===== config.mk =====
export PLATFORM = sky130hd
export DESIGN_NAME = mem_access_ctrl
export DESIGN_NICKNAME = d
export VERILOG_FILES = /design/src/rtl/mem_access_pkg.sv /design/src/rtl/mem_lane_align.sv /design/src/rtl/mem_access_ctrl.sv
export SDC_FILE = /design/constraint.sdc
export NUM_CORES = 1
export LEC_CHECK = 0
export BUFFER_PORTS_ARGS = -buffer_cell sky130_fd_sc_hd__clkbuf_2
export CORE_UTILIZATION = 39
export CTS_CLUSTER_DIAMETER = 30
export DETAILED_ROUTE_END_ITERATION = 10
export GPL_ROUTABILITY_DRIVEN = 1
export SYNTH_ARGS = -nofsm -noshare
export SYNTH_HDL_FRONTEND = slang
export SYNTH_SLANG_ARGS = --single-unit

===== constraint.sdc =====
create_clock -name clock -period 2.95 [get_ports clock]
set_clock_uncertainty 0.15 [all_clocks]
set_input_delay 0 -clock clock [delete_from_list [all_inputs] [get_ports clock]]
set_output_delay 0 -clock clock [all_outputs]
set_load 0.005 [all_outputs]

===== src/rtl/mem_access_pkg.sv =====
// rtl/mem_access_pkg.sv - funct3 encodings, FSM states and access checks for mem_access_ctrl
package mem_access_pkg;

    // Store encodings
    localparam logic [2:0] F3_SB  = 3'd0;
    localparam logic [2:0] F3_SH  = 3'd1;
    localparam logic [2:0] F3_SW  = 3'd2;
    // Load encodings
    localparam logic [2:0] F3_LB  = 3'd0;
    localparam logic [2:0] F3_LH  = 3'd1;
    localparam logic [2:0] F3_LW  = 3'd2;
    localparam logic [2:0] F3_LBU = 3'd4;
    localparam logic [2:0] F3_LHU = 3'd5;

    typedef enum logic [2:0] {
        IDLE    = 3'd0,
        RD_REQ  = 3'd1,
        RD_WAIT = 3'd2,
        WR_REQ  = 3'd3,
        RESP    = 3'd4
    } state_t;

    // funct3[1:0] encodes access size for both loads and stores
    // (0 byte, 1 half, 2 word); bit 2 only selects zero-extension.
    function automatic logic f_is_misaligned(input logic [2:0] funct3,
                                             input logic [1:0] lane);
        logic r;
        r = 1'b0;
        case (funct3[1:0])
            2'd1:    r = lane[0];
            2'd2:    r = (lane != 2'd0);
            default: r = 1'b0;
        endcase
        return r;
    endfunction

    function automatic logic f_is_illegal(input logic       is_store,
                                          input logic [2:0] funct3);
        logic r;
        r = 1'b0;
        if (is_store) begin
            r = (funct3 > F3_SW);
        end else begin
            case (funct3)
                F3_LB, F3_LH, F3_LW, F3_LBU, F3_LHU: r = 1'b0;
                default:                             r = 1'b1;
            endcase
        end
        return r;
    endfunction

endpackage


===== src/rtl/mem_lane_align.sv =====
// rtl/mem_lane_align.sv - byte/halfword merge for stores and extract/extend for loads
// Ports:
//   i_funct3    access type (store or load encoding, interpreted per output)
//   i_lane      byte address bits [1:0]
//   i_rword     word read from memory
//   i_wdata     store data
//   o_merged    word to write back (read word with lane replaced, or i_wdata for SW)
//   o_extracted load result, sign- or zero-extended
module mem_lane_align
    import mem_access_pkg::*;
#(
    parameter int XLEN = 32
) (
    input  logic [2:0]      i_funct3,
    input  logic [1:0]      i_lane,
    input  logic [XLEN-1:0] i_rword,
    input  logic [XLEN-1:0] i_wdata,
    output logic [XLEN-1:0] o_merged,
    output logic [XLEN-1:0] o_extracted
);

    logic [7:0]  w_byte;
    logic [15:0] w_half;

    always_comb begin
        w_byte = i_rword[{i_lane, 3'b000} +: 8];
        w_half = i_rword[{i_lane[1], 4'b0000} +: 16];
    end

    always_comb begin
        o_merged = i_rword;
        case (i_funct3)
            F3_SB:   o_merged[{i_lane, 3'b000} +: 8]     = i_wdata[7:0];
            F3_SH:   o_merged[{i_lane[1], 4'b0000} +: 16] = i_wdata[15:0];
            default: o_merged = i_wdata;
        endcase
    end

    always_comb begin
        o_extracted = i_rword;
        case (i_funct3)
            F3_LB:   o_extracted = {{(XLEN-8){w_byte[7]}}, w_byte};
            F3_LBU:  o_extracted = {{(XLEN-8){1'b0}}, w_byte};
            F3_LH:   o_extracted = {{(XLEN-16){w_half[15]}}, w_half};
            F3_LHU:  o_extracted = {{(XLEN-16){1'b0}}, w_half};
            default: o_extracted = i_rword;
        endcase
    end

endmodule


===== src/rtl/mem_access_ctrl.sv =====
// rtl/mem_access_ctrl.sv - load/store stage to a word-only single-port memory with RMW for SB/SH
// Ports:
//   clock, reset_n                      clock and synchronous active-low reset
//   req_valid/req_ready                 request handshake (ready only in IDLE)
//   req_is_store, req_funct3,
//   req_address, req_wdata              captured request fields
//   resp_valid/resp_ready               response handshake
//   resp_rdata, resp_error              extended load data, misaligned/illegal flag
//   mem_req_valid/mem_req_ready,
//   mem_we, mem_addr, mem_wdata         word command to memory
//   mem_rvalid, mem_rdata               read return
module mem_access_ctrl
    import mem_access_pkg::*;
#(
    parameter int XLEN       = 32,
    parameter int ADDR_WIDTH = 32
) (
    input  logic                  clock,
    input  logic                  reset_n,
    input  logic                  req_valid,
    output logic                  req_ready,
    input  logic                  req_is_store,
    input  logic [2:0]            req_funct3,
    input  logic [ADDR_WIDTH-1:0] req_address,
    input  logic [XLEN-1:0]       req_wdata,
    output logic                  resp_valid,
    input  logic                  resp_ready,
    output logic [XLEN-1:0]       resp_rdata,
    output logic                  resp_error,
    output logic                  mem_req_valid,
    input  logic                  mem_req_ready,
    output logic                  mem_we,
    output logic [ADDR_WIDTH-1:0] mem_addr,
    output logic [XLEN-1:0]       mem_wdata,
    input  logic                  mem_rvalid,
    input  logic [XLEN-1:0]       mem_rdata
);

    state_t                r_state;
    state_t                w_next;
    logic                  r_req_ready;
    logic                  r_is_store;
    logic [2:0]            r_funct3;
    logic [ADDR_WIDTH-1:0] r_addr;
    logic [XLEN-1:0]       r_wdata;
    logic [XLEN-1:0]       r_rword;
    logic                  r_error;

    logic                  w_accept;
    logic                  w_bad;
    logic [XLEN-1:0]       w_merged;
    logic [XLEN-1:0]       w_extracted;

    assign w_accept  = req_valid && r_req_ready;
    assign w_bad     = f_is_illegal(req_is_store, req_funct3) ||
                       f_is_misaligned(req_funct3, req_address[1:0]);
    assign req_ready = r_req_ready;
    assign mem_addr  = {r_addr[ADDR_WIDTH-1:2], 2'b00};

    mem_lane_align #(.XLEN(XLEN)) u_align (
        .i_funct3    (r_funct3),
        .i_lane      (r_addr[1:0]),
        .i_rword     (r_rword),
        .i_wdata     (r_wdata),
        .o_merged    (w_merged),
        .o_extracted (w_extracted)
    );

    // req_ready is registered so it stays low through reset and rises one
    // edge after release; afterwards it tracks "state is IDLE" exactly.
    always_ff @(posedge clock) begin
        if (!reset_n) begin
            r_state     <= IDLE;
            r_req_ready <= 1'b0;
            r_is_store  <= 1'b0;
            r_funct3    <= 3'd0;
            r_addr      <= '0;
            r_wdata     <= '0;
            r_rword     <= '0;
            r_error     <= 1'b0;
        end else begin
            r_state     <= w_next;
            r_req_ready <= (w_next == IDLE);
            if (w_accept) begin
                r_is_store <= req_is_store;
                r_funct3   <= req_funct3;
                r_addr     <= req_address;
                r_wdata    <= req_wdata;
                r_error    <= w_bad;
            end
            if (r_state == RD_WAIT && mem_rvalid) begin
                r_rword <= mem_rdata;
            end
        end
    end

    always_comb begin
        w_next        = r_state;
        mem_req_valid = 1'b0;
        mem_we        = 1'b0;
        mem_wdata     = '0;
        resp_valid    = 1'b0;
        resp_rdata    = '0;
        resp_error    = 1'b0;
        case (r_state)
            IDLE: begin
                if (w_accept) begin
                    if (w_bad)
                        w_next = RESP;
                    else if (req_is_store && req_funct3 == F3_SW)
                        w_next = WR_REQ;
                    else
                        w_next = RD_REQ;
                end
            end
            RD_REQ: begin
                mem_req_valid = 1'b1;
                if (mem_req_ready) w_next = RD_WAIT;
            end
            RD_WAIT: begin
                if (mem_rvalid) w_next = r_is_store ? WR_REQ : RESP;
            end
            WR_REQ: begin
                mem_req_valid = 1'b1;
                mem_we        = 1'b1;
                mem_wdata     = w_merged;
                if (mem_req_ready) w_next = RESP;
            end
            RESP: begin
                resp_valid = 1'b1;
                resp_error = r_error;
                if (!r_is_store && !r_error) resp_rdata = w_extracted;
                if (resp_ready) w_next = IDLE;
            end
            default: w_next = IDLE;
        endcase
    end

endmodule


==> out/results.txt, run 1 <==
post-synthesis cell count - 785
clock slew at reported path FFs - 0.07 ns
Final setup viols - 0
grt ovf - 0
Root Driver - clkbuf_16
PortBufs - 204
nets - 1142
Post-Layout Inst Area - 0.00816 mm²
fmax - 0.369 GHz
Core Area - 0.0147 mm²
Yosys top cell by area - dfxtp_1
Fin Setup TNS - 0 ns
max-cap violations - 0
Int Pwr - 2.38 mW
H-tree level count - 3
pwr/cell area - 417 mW/mm²
Worst Hold End - req_ready
I/O pins - 207
worst r2r src - r_state[2]
Yosys Warn Count - 0
most common cell after layout, fill and taps aside - nand2_1
sequential area share after synthesis - 35.5%
number of synthesized register bits - 105
DR pass1 iterations - 11
Tot GR Track Use - 26.1%
vias - 6472
flop2flop setup slack - 0.89 ns
met1 GRT Util - 32.4%
placed cell areas - 0.00679 mm²
R2R cell count - 4
Filler Cells Inserted - 1403
number of synthesized flops with an enable pin - 0
async set-reset flop share out of synthesis - 0%
Initial Utilization - 40.3%
Combinational Power Share - 19.5%
Post CTS Setup Buffer Count - 0
Tcrit/Tclk final - 91.9%
die area - 0.0157 mm²
area share of the largest cell type after synthesis - 35.5%
crit end category - primary output
layout cells sized above 1 - 25.5%
Post-Syn Area - 0.00592 mm²
most common flop cell mapped by yosys - dfxtp_1
met2 Resource Use GR - 45.1%
post-synthesis cell type count - 52
DP HPWL - 13800 µm
P_sw - 1.01 mW
GR peak layer - met2
# DRC - 18
TritonCTS clock tree - built
final hold vios - 1
die width - 125 µm
Iter 0 DRT Violations - 481
M3 GR Usage - 5.82%
wire length of the first global-routing pass - 32100 µm
die height - 125 µm
post-synthesis compound-gate area fraction - 23.7%
Max-slew headroom - 36.1%
WS Path Type - reg -> out
CTS buffer count - 9
clock buffer depth - 2
Util after Layout - 55.5%
Post-Synth XOR/XNOR Area - 0%
vias in the first global route - 5997
Worst Tran Pin Value - 0.957 ns
top cells by area, synth - dfxtp_1 36%, nand2_1 14%, a21oi_1 9.6%
RSZ-0062 raised after global routing - no
type of origin of the critical path - flop
Post-Synth Adder-Cell Area - 1.48%
FF+latch area - 0.00210 mm²
sw frac - 29.9%
clk sinks - 105
GPL Wtd Cong - 0.895
post-DR wirelength/cell - 16.7 µm
pin count of the biggest net entering global routing - 66
Sequential Power Share - 45.6%
routed wire length - 20400 µm
simple-gate share of the synthesized area - 24.3%
hold-critical path depth - 5
clock latency at the later pin of the worst-skew pair - 0.36 ns
synth-to-layout area growth - 37.8%
FP Rows - 44
largest family of logic cells by synthesized area - simple AND/OR/NAND/NOR gates
mux contribution to synthesized area - 5.24%
failing checks - DRC, hold timing
syn avg cell area - 7.54 µm²
reg-to-reg critical path endpoint - r_state[2]
Hold Path Origin - mem_req_ready
Final Max Tran Viols - 0
Leak - 3.19 nW
Hold WC Path Type - in -> reg
commonest non-fill, non-tap cells in the layout - 215 x nand2_1, 204 x clkbuf_2, 114 x a21oi_1, 107 x dlygate4sd3_1, 105 x dfxtp_1
Multi-input gate area - 0.00326 mm²
diode count - 0
CP required - 2.80 ns
arrival time at the worst endpoint - 2.56 ns
Final min period - 2.71 ns
WHS - -0.00110 ns
drt via density - 5.31
Power, Total - 3.40 mW
initial antenna violation count - 0
status - finished, violations left
Final ANT Viol Nets - 0
maximum VDD drop - 0.000382 V
share of power burned in the clock network - 34.9%
Critical Path Fanout Max - 32
power by group through the flow:
stage	clock network (mW)	logic, mW	registers [mW]
floorplan	0	0.400	1.55
global placement	0	0.540	1.58
detailed placement	0	0.543	1.58
CTS	1.21	0.656	1.54
global route	1.27	0.727	1.56
finish	1.19	0.663	1.55
Yosys cell counts (2+ instances only):
| cell type | count |
|---|---|
| nor3_1 | 27 |
| nor4_1 | 3 |
| buf_1 | 6 |
| clkbuf_1 | 41 |
| o221ai_1 | 4 |
| o22ai_1 | 7 |
| buf_2 | 13 |
| nand2b_1 | 5 |
| buf_6 | 3 |
| a22oi_1 | 8 |
| mux2i_1 | 13 |
| o21a_1 | 4 |
| a2111oi_1 | 2 |
| mux2_2 | 3 |
| mux4_2 | 6 |
| a211o_1 | 9 |
| nor2b_1 | 27 |
| a2111oi_2 | 6 |
| a221oi_1 | 21 |
| nand4b_1 | 2 |
| nor2_1 | 36 |
| buf_4 | 32 |
| ha_1 | 7 |
| a211oi_4 | 2 |
| o21ai_0 | 16 |
| dfxtp_1 | 105 |
| or4_1 | 3 |
| inv_1 | 13 |
| nand2_1 | 216 |
| and3_1 | 2 |
| a21oi_1 | 114 |
| a222oi_1 | 8 |
| a211oi_1 | 2 |
layout make-up:
type	count	area share, %
inverter	15	0.736
tap	184	2.82
timing repair buffer	327	27.2
multi-input combinational	571	39.9
clock inverter	7	0.798
clock buffer	9	2.76
sequential	105	25.8
registers in the layout, indices dropped and copies added (netlist names):
register / flops
r_addr: 32
r_funct3: 3
r_is_store: 1
r_wdata: 32
r_state: 3
r_rword: 32
r_error: 1
req_ready: 1
through the flow:
step                hold slack, ns  cells  setup WS [ns]
finish                    -0.00110   1218          0.238
global route                0.0365   1218         0.0375
detailed placement          0.0780   1095          0.647
CTS                       0.000206   1218          0.254
global placement            0.0752   1095          0.565
floorplan                  -0.0325    786          0.733
what timing repair did:
action / 4_1_cts / 5_1_grt
setup endpoints to repair: 0 / 2
hold buffers: 107 / 0
hold endpoints to repair: 105 / 0
resized for setup: 0 / 2
layer usage:
layer,part of all wire (%),vias up
met3,7.7,31
li1,-,3185
met1,41,2979
met4,2.1,0
met5,0,-
met2,49,277
worst max-delay path by stage:
stage / from / to / cells after the start
floorplan: r_addr[1] / mem_wdata[24] / 8
global placement: r_state[2] / resp_rdata[4] / 5
detailed placement: r_addr[1] / mem_wdata[26] / 8
CTS: r_addr[1] / mem_wdata[26] / 8
global route: r_addr[1] / mem_wdata[31] / 8
finish: r_state[2] / resp_rdata[4] / 5
cell families (layout without fill, tap and decap cells):
kind of cell,after synthesis,count (layout)
compound gates,210,210
fa+ha+maj,7,7
buf+inv,110,358
flops,105,105
mux,23,23
other cells,1,2
simple gates,329,329
worst max-delay path, cell delays in order, from the launching register on:
cell       delay, ns
dfxtp_1         0.47
or3b_4          0.43
inv_2           0.09
nand3_4         0.33
a2111oi_1       0.66
clkbuf_2        0.22
No activity file was read; power rests on OpenSTA's default activity.
==> inputs of run 2 (changes only) <==
--- a/config.mk
+++ b/config.mk
@@ -10,6 +10,7 @@
 export CTS_CLUSTER_DIAMETER = 30
 export DETAILED_ROUTE_END_ITERATION = 10
 export GPL_ROUTABILITY_DRIVEN = 1
+export HOLD_SLACK_MARGIN = 0.05
 export SYNTH_ARGS = -nofsm -noshare
 export SYNTH_HDL_FRONTEND = slang
 export SYNTH_SLANG_ARGS = --single-unit
==> run 2 against run 1 <==
Sequential share of layout area is 0.13 points lower. Critical endpoint unchanged. Worst hold slack better by 0.25 ns. Via count about the same. Critical path depth stayed put. Largest power group unchanged. The run ends with DRC left.
==> out/results.txt, run 2 (same netlist as run 1, synthesis figures left out) <==
type of origin of the critical path - flop
Core Area - 0.0147 mm²
GPL Wtd Cong - 0.895
CP top delay family - simple AND/OR/NAND/NOR gates
Final Max Tran Viols - 0
grt ovf - 0
H-tree level count - 3
Root Driver - clkbuf_16
Power, Total - 3.40 mW
Final ANT Viol Nets - 0
clock slew at reported path FFs - 0.08 ns
die height - 125 µm
arrival time at the worst endpoint - 2.57 ns
diode count - 0
die area - 0.0157 mm²
max-cap violations - 0
Int Pwr - 2.39 mW
post-DR wirelength/cell - 16.7 µm
vias - 6478
# DRC - 18
Iter 0 DRT Violations - 453
clock buffer depth - 2
maximum VDD drop - 0.000382 V
synth-to-layout area growth - 38.5%
Final setup viols - 0
Combinational Power Share - 19.6%
share of power burned in the clock network - 34.9%
Post CTS Setup Buffer Count - 0
placed cell areas - 0.00679 mm²
Initial Utilization - 40.3%
RSZ-0062 raised after global routing - no
I/O pins - 207
Fin Setup TNS - 0 ns
nets - 1146
final hold vios - 0
Leak - 3.21 nW
WS Path Type - reg -> out
final worst slack - 0.228 ns
Hold WC Path Type - in -> reg
pin count of the biggest net entering global routing - 66
PortBufs - 204
routed wire length - 20400 µm
Filler Cells Inserted - 1401
Final min period - 2.72 ns
Util after Layout - 55.8%
die width - 125 µm
P_sw - 1.01 mW
failing checks - DRC
vias in the first global route - 6021
Max-slew headroom - 36.8%
most common cell after layout, fill and taps aside - nand2_1
Regs by FF count - r_addr (32), r_rword (32), r_wdata (32)
CTS buffer count - 9
Tot GR Track Use - 26.2%
initial antenna violation count - 0
Tcrit/Tclk final - 92.3%
Placed Cells incl. Taps - 1095
Worst Tran Pin Value - 0.946 ns
commonest non-fill, non-tap cells in the layout - 215 x nand2_1, 204 x clkbuf_2, 114 x a21oi_1, 111 x dlygate4sd3_1, 105 x dfxtp_1
wire length of the first global-routing pass - 32300 µm
fmax - 0.367 GHz
Critical Path Fanout Max - 32
Place WS - 0.647 ns
clock latency at the later pin of the worst-skew pair - 0.36 ns
crit path buf inv count - 2
worst-path cell chain - or3b_4 > inv_2 > nand3_4 > a2111oi_1 > clkbuf_2
TritonCTS clock tree - built
Critical Path Max Stage Delay - 0.67 ns
crit end category - primary output
Sequential Power Share - 45.5%
WHS - 0.251 ns
drt via density - 5.30
Final Non-Filler Cells - 1222
status - finished, violations left
clk sinks - 105
CP required - 2.80 ns
FP Rows - 44
Post-Layout Inst Area - 0.00820 mm²
pwr/cell area - 415 mW/mm²
DP HPWL - 13800 µm
slowest CP cell - a2111oi_1
sw frac - 29.8%
layout cells sized above 1 - 25.4%
DR pass1 iterations - 10
==> run 2: changes by cell type in the layout (fill, tap and decap cells not counted) <==
cell           before  now
dlygate4sd3_1     107  111
==> run 2: final cells by class <==
type / instances / area, µm² / share of cell area (%)
clock buffer: 9 / 225 / 2.75
clock inverter: 7 / 65.1 / 0.794
inverter: 15 / 60.1 / 0.733
multi-input combinational: 571 / 3260 / 39.7
sequential: 105 / 2100 / 25.6
tap: 184 / 230 / 2.81
timing repair buffer: 331 / 2260 / 27.5
==> run 2: worst paths after layout <==
kind         slack (ns)             from            end  depth (start not counted)
max reg2reg        0.63       r_state[0]     r_state[0]                          5
max                0.23       r_state[2]  resp_rdata[4]                          5
min reg2reg        0.30      r_wdata[17]    r_wdata[17]                          2
min                0.25  req_address[14]     r_addr[14]                          4
==> run 2: tightest hold or removal path: cells and delay by family <==
kind,cells,cell delay [ns]
AND/OR/NAND/NOR,1,0.04
buffers and inverters,2,0.63
AO/OA/AOI/OAI,1,0.05
==> run 2: timing repair <==
item	in CTS	in global routing
resized for setup	0	2
endpoints found under the setup margin	0	2
hold buffers	111	0
hold endpoints to repair	105	0
==> run 2: power by group through the flow <==
stage / logic, mW / clock network (mW) / registers [mW]
6_report: 0.665 / 1.19 / 1.55
5_1_grt: 0.731 / 1.27 / 1.56
4_1_cts: 0.660 / 1.21 / 1.54
3_5_place_dp: 0.543 / 0 / 1.58
3_3_place_gp: 0.540 / 0 / 1.58
2_1_floorplan: 0.400 / 0 / 1.55
==> run 2: per-layer routing <==
layer	GRT usage, %	part of all wire, %	up-vias
met2	45.2	49	264
met1	32.5	41	2989
li1	-	-	3193
met5	0	0	-
met3	5.82	7.2	32
met4	7.75	2.0	0
